<file path="config.mk">
export PLATFORM = sky130hd
export DESIGN_NAME = mult_unit_seq
export DESIGN_NICKNAME = d
export VERILOG_FILES = /design/src/rtl/mult_unit_seq.sv
export SDC_FILE = /design/constraint.sdc
export NUM_CORES = 1
export LEC_CHECK = 0
export CORE_MARGIN = 2
export CORE_UTILIZATION = 35
export DETAILED_ROUTE_END_ITERATION = 8
export GPL_ROUTABILITY_DRIVEN = 1
export PLACE_DENSITY = 0.53
export REMOVE_ABC_BUFFERS = 1
export SLEW_MARGIN = 10
export SYNTH_ARGS = -nofsm -noshare
export SYNTH_HDL_FRONTEND = slang
export SYNTH_SLANG_ARGS = --single-unit
</file>
<file path="constraint.sdc">
create_clock -name clk -period 8.6 [get_ports clk]
set_input_delay 2.15 -clock clk [delete_from_list [all_inputs] [get_ports clk]]
set_output_delay 2.15 -clock clk [all_outputs]
set_load 0.02 [all_outputs]
</file>
<file path="src/rtl/mult_unit_seq.sv">
// Multi-cycle signed shift-add multiplier holding the HI/LO registers.
// Stalls the pipeline while a product is in flight and serves LO for mflo.
module mult_unit_seq #(
    parameter int unsigned WIDTH = 32,
    parameter int unsigned CNT_W = $clog2(WIDTH)
) (
    input  logic             clk,
    input  logic             reset,
    input  logic             mult_operation,
    input  logic             mflo_flag,
    input  logic [WIDTH-1:0] srcA,
    input  logic [WIDTH-1:0] srcB,
    output logic             busy,
    output logic             done,
    output logic             stall,
    output logic [WIDTH-1:0] hi,
    output logic [WIDTH-1:0] lo,
    output logic [WIDTH-1:0] mflo_data
);

    localparam int unsigned ACC_W = 2 * WIDTH;

    typedef enum logic [1:0] {
        IDLE = 2'd0,
        RUN  = 2'd1,
        FIX  = 2'd2
    } state_t;

    state_t             state;
    state_t             state_nxt;
    logic [WIDTH-1:0]   mag_a;
    logic [WIDTH-1:0]   mag_b;
    logic               neg;
    logic [ACC_W-1:0]   acc;
    logic [CNT_W-1:0]   cnt;

    logic [WIDTH-1:0]   abs_a_c;
    logic [WIDTH-1:0]   abs_b_c;
    logic [WIDTH:0]     sum_c;
    logic [ACC_W-1:0]   product_c;
    logic               last_iter_c;

    // Magnitudes; the most negative value maps onto itself as an unsigned magnitude.
    assign abs_a_c     = srcA[WIDTH-1] ? WIDTH'(-srcA) : srcA;
    assign abs_b_c     = srcB[WIDTH-1] ? WIDTH'(-srcB) : srcB;
    assign sum_c       = {1'b0, acc[ACC_W-1:WIDTH]} + (mag_b[cnt] ? {1'b0, mag_a} : {(WIDTH+1){1'b0}});
    assign product_c   = neg ? ACC_W'(-acc) : acc;
    assign last_iter_c = (cnt == CNT_W'(WIDTH - 1));

    // State register
    always_ff @(posedge clk) begin
        if (reset) begin
            state <= IDLE;
        end else begin
            state <= state_nxt;
        end
    end

    // Next-state logic
    always_comb begin
        state_nxt = state;
        case (state)
            IDLE:    if (mult_operation) state_nxt = RUN;
            RUN:     if (last_iter_c)    state_nxt = FIX;
            FIX:     state_nxt = IDLE;
            default: state_nxt = IDLE;
        endcase
    end

    // Output logic
    always_comb begin
        busy      = 1'b0;
        stall     = 1'b0;
        mflo_data = lo;
        busy      = (state != IDLE);
        stall     = busy & (mult_operation | mflo_flag);
    end

    // Datapath: operand capture, shift-add iterations, sign fix-up into HI/LO
    always_ff @(posedge clk) begin
        if (reset) begin
            mag_a <= '0;
            mag_b <= '0;
            neg   <= 1'b0;
            acc   <= '0;
            cnt   <= '0;
            hi    <= '0;
            lo    <= '0;
            done  <= 1'b0;
        end else begin
            done <= 1'b0;
            case (state)
                IDLE: begin
                    if (mult_operation) begin
                        mag_a <= abs_a_c;
                        mag_b <= abs_b_c;
                        neg   <= srcA[WIDTH-1] ^ srcB[WIDTH-1];
                        acc   <= '0;
                        cnt   <= '0;
                    end
                end
                RUN: begin
                    acc <= {sum_c, acc[WIDTH-1:1]};
                    cnt <= cnt + CNT_W'(1);
                end
                FIX: begin
                    hi   <= product_c[ACC_W-1:WIDTH];
                    lo   <= product_c[WIDTH-1:0];
                    done <= 1'b1;
                end
                default: ;
            endcase
        end
    end

endmodule
</file>
Word level (Yosys, flattened, before mapping)
Index checks and enable logic that the tools add are counted.

Bits of input ports: 68. Output and inout port bits: 99. Logic and storage cells: 43. Bits in registers: 201.

Reduce and logical (&&, ||, !) cells: 6. Equal/unequal tests: 5. Muxes and demuxes: 14. $add $sub $neg: 5. Magnitude comparators: 1. Bitwise gates (word level): 3.

Operator list (number): $mux W64 (2); $pmux W64 S2 (1); $mux W32 (3); $neg A32 Y32 (2); $neg A64 Y64 (1); $add A32 B32 Y33 (1); $pmux W5 S2 (1); $lt A5 B6 Y1 const B (1); $reduce_and A2 Y1 (3); $add A5 B1 Y5 const B (1); $bmux W1 S5 (1); $eq A5 B5 Y1 const B (1); $mux W5 (1); $mux W2 (2); $ne A2 B2 Y1 const B (2); $pmux W2 S2 (1); $reduce_bool A2 Y1 (2); $eq A2 B1 Y1 const B (1); $eq A2 B2 Y1 const B (1); $logic_not A2 Y1 (1); $mux W1 (2); $and A1 B1 Y1 (1); $or A1 B1 Y1 (1); $xor A1 B1 Y1 (1).

Longest topological paths before layout
Word-level depth: 5. Mapped depth: 16. Mapped depth without buffers: 14.

Worst setup path after synthesis
OpenSTA, ideal clock, no wires.

Kind: input to output. Start point: in mult_operation. End point: out stall. Slack: 3994 ps. Data arrival time: 2456 ps. Path buffers: 0. Required time: 6450 ps. Cell stages on the path: 2. Cell sequence: nor2_1 -> nor2_1.

Cells in the longest elaborated chain, start to end: 2.

RTL lines: start: declaration (line 9) `input logic mult_operation,`; $or A1 B1 Y1 (line 76) `stall = busy & (mult_operation | mflo_flag);`; $and A1 B1 Y1 (line 76); end: declaration (line 15) `output logic stall,`.

Every way passes these cells.

Final worst setup path
Same ends and word-level chain as after synthesis.

==> Implementation_results.wiki <==
{| class="wikitable"
! Metric !! Value
|-
| Outcome || completed
|-
| Post-CTS setup buffer count || 0
|-
| Clock Sink Count || about 200
|-
| Async set or reset register ratio after synthesis || 0
|-
| Number of cells produced by synthesis || ~1500
|-
| P_leak || roughly 5.3 nW
|-
| CTS H-tree lvls || 1
|-
| Vias in the first global route || a little over 10000
|-
| Die span in x || roughly 190 um
|-
| CTS tree || built
|-
| Setup_tns || 0 ns
|-
| Kind of capture point of the worst setup path || output pin
|-
| Vertical extent of the die || 189 um
|-
| Met1 routing resource usage after global routing || 0.264
|-
| Net count, final || approximately 1700
|-
| Min Hold Slack || between 0.4 and 0.5 ns
|-
| Busiest metal layer after global routing || met2
|-
| Number of enable-type register cells in the synthesized netlist || 0
|-
| Initial antenna violation count || 0
|-
| Critical path launch point || mult_operation
|-
| Global-route total usage across every layer || 0.181
|-
| Critical Path RT || 6.45 ns
|-
| Sequential cell area || 4030 sq um
|-
| Hold_buf cts || 0
|-
| Setup skew after layout || ~0.013 ns
|-
| Post-Syn Area || around 12000 sq um
|-
| IO Pins || approximately 170
|-
| Worst path arrival time || around 3.5 ns
|-
| Wire length of the first global-routing pass || 53900 um
|-
| Post-layout minimum cycle time || approximately 5.6 ns
|-
| Cell area reported after detailed placement || between 10000 and 15000 sq um
|-
| Final Hold Vio Count || 0
|-
| Post-layout worst setup margin || 3.00 ns
|-
| Power density normalized to cell area || between 150 and 200 nW/um^2
|-
| Hold path startpoint || mag_a[8]
|-
| Count of state elements after synthesis || 201
|-
| Total CTS buffers || 24
|-
| Clock latency on the worst-skew pair || slightly above 0.5 ns
|-
| Pin count of the biggest net entering global routing || ~120
|-
| Routed wire length || 32800 um
|-
| Core Footprint || roughly 34000 sq um
|-
| Synthesized area per cell || between 8 and 9 sq um
|-
| Port buffer count || roughly 170
|-
| Relative area change from synthesis to final layout || 21.4%
|-
| Worst setup path class || input port to output pin
|-
| Quantity of gates resized following cts || 0
|-
| Final max-slew violation count || 0
|-
| Cell at the root of the clock tree || clkbuf_16
|-
| Routability congestion estimate || 0.879
|-
| Detailed-route wire length per cell || 16.1 um
|-
| Met2 Track Usage GR || 0.290
|-
| Post-detailed-route DRC marker count || 0
|-
| Kind of launch point of the worst setup path || input port
|-
| Proportion of layout cells with a drive suffix above 1 || 0.0571
|-
| Finished layout cell area || 14500 sq um
|-
| Fill cells || 3461
|-
| Worst Tran Pin Value || about 1.1 ns
|-
| Max rail drop VDD || around 0.00013 V
|-
| Number of placement rows || 67
|-
| Leading register cell type out of synthesis || dfxtp_1
|-
| Die area || ~36000 sq um
|-
| RSZ-0062 raised after global routing || false
|-
| Global-route track usage on met3 || 0.0193
|-
| Initial cell density of the core || 0.356
|-
| Reg-to-Reg Start || cnt[0]
|-
| Share of synthesized area occupied by flip-flops and latches || 0.336
|-
| Post-place setup slack || ~3.0 ns
|-
| Post-DRT Antenna Nets || 0
|-
| Number of distinct library cells after synthesis || between 60 and 70
|-
| Number of DRC violations after detailed-routing iteration 0 || 631
|-
| Count of yosys warnings during synthesis || 0
|-
| Ratio of routed vias to standard cells || around 5.2
|-
| Clock transition time at the flip-flop clock pins of the worst setup and hold paths || 0.06 ns
|-
| Max-cap check violation count || 0
|-
| Antenna Diode Count || 0
|-
| Final cycle utilization of the critical path || 0.651
|-
| Clock tree buffer depth || 3
|-
| Post-layout total power || ~2.3 mW
|-
| Overflow after GRT || 0
|-
| Area of the multi-input gates || roughly 7300 sq um
|-
| Setup-failing EPs final || 0
|-
| Largest driver fanout on the critical path || 4
|-
| Slew headroom || 0.290
|-
| Number of detailed-route iterations in the first pass || 5
|-
| Hold crit path type || flop to flop
|-
| Vias after detailed routing || between 10000 and 15000
|-
| HPWL Detailed || 23800 um
|-
| FMAX || ~0.18 GHz
|}
## sequential cells by signal (all words and copies together) (netlist names)
signal  cells
acc        64
cnt         5
done        1
hi         32
lo         32
mag_a      32
mag_b      32
neg         1
state       2
## cells in the mapped netlist (3+ instances only)
cell type	count	area, sq um
mux2i_1	5	50.1
o41ai_1	19	166
or3_1	20	125
nand4_1	14	87.6
nor2_1	163	612
nor3b_1	5	37.5
buf_4	32	240
nand2b_1	9	56.3
or4_4	5	56.3
inv_1	23	86.3
o31ai_1	36	270
or2_2	7	43.8
a21boi_0	4	30.0
nand2_1	147	552
o211ai_1	7	52.6
mux4_2	10	225
a21o_1	15	113
a32o_1	3	30.0
or4_1	18	135
xnor2_1	34	298
and2_1	5	31.3
clkbuf_1	82	308
nor4_1	7	43.8
o21a_1	9	67.6
nand4b_1	3	26.3
a31oi_1	5	31.3
nor2b_1	43	269
a21oi_1	91	455
nor3_1	21	105
nand3_1	65	325
buf_1	13	48.8
xor2_1	103	902
ha_1	37	463
and3_1	8	50.1
dfxtp_1	201	4020
a211oi_1	94	706
o21ai_0	92	460
## kinds of logic (layout without fill, tap and decap cells)
logic type | Yosys count | after routing | share of synthesized area
AOI/OAI and AO/OA | 401 | 401 | 0.219
xor gates and xnor gates | 137 | 137 | 0.100
adders and majority gates | 38 | 38 | 0.0403
buffers and inverters | 151 | 248 | 0.0575
DFF | 201 | 201 | 0.336
muxes | 16 | 16 | 0.0239
and+or+nand+nor | 552 | 552 | 0.223
## metrics by stage
| stage | cells | util |
|---|---|---|
| 3_3_place_gp | 1998 | 0.409 |
| 2_1_floorplan | 1368 | - |
| 5_1_grt | 2041 | 0.432 |
| 6_report | 2041 | 0.432 |
| 3_5_place_dp | 1998 | 0.409 |
| 4_1_cts | 2041 | 0.432 |
## cell usage in the layout, fill, tap and decap left out, drive strengths merged, types with 43 or more instances in the layout
cell and n:
a211oi 94, a21oi 91, clkdlybuf4s50 165, dfxtp 201, nand2 147, nand3 65, nor2 163, nor2b 43
o21ai 93, xor2 103
## cell type report
type / count / area share
Multi-Input combinational cell: 1144 / 0.501
Clock inverter: 13 / 0.00990
Timing Repair Buffer: 182 / 0.122
Inverter: 23 / 0.00594
Tap cell: 448 / 0.0386
Clock buffer: 30 / 0.0450
Sequential cell: 201 / 0.277
## final timing paths
check,end,slack (ns),cells after the start
hold / removal,mag_a[8],0.45,2
setup reg to reg,acc[62],3.59,14
setup / recovery,stall,3.00,4
hold reg to reg,mag_a[8],0.45,2
## per-layer routing
| layer | vias up | part of all wire |
|---|---|---|
| met5 | - | 0 |
| met1 | 4878 | 0.50 |
| li1 | 5520 | - |
| met4 | 0 | 0.014 |
| met3 | 27 | 0.042 |
| met2 | 231 | 0.44 |
## worst max-delay path, stage by stage
cell	delay (ns)
clkdlybuf4s50_1	0.53
nor2_1	0.07
nor2_1	0.09
clkdlybuf4s50_1	0.61
## report_power, final
group          internal (mW)  total [mW]  switching [mW]
logic                  0.106       0.259           0.153
registers              0.961       0.979          0.0185
clock network          0.628        1.03           0.399
No activity file was read; power rests on OpenSTA's default activity.
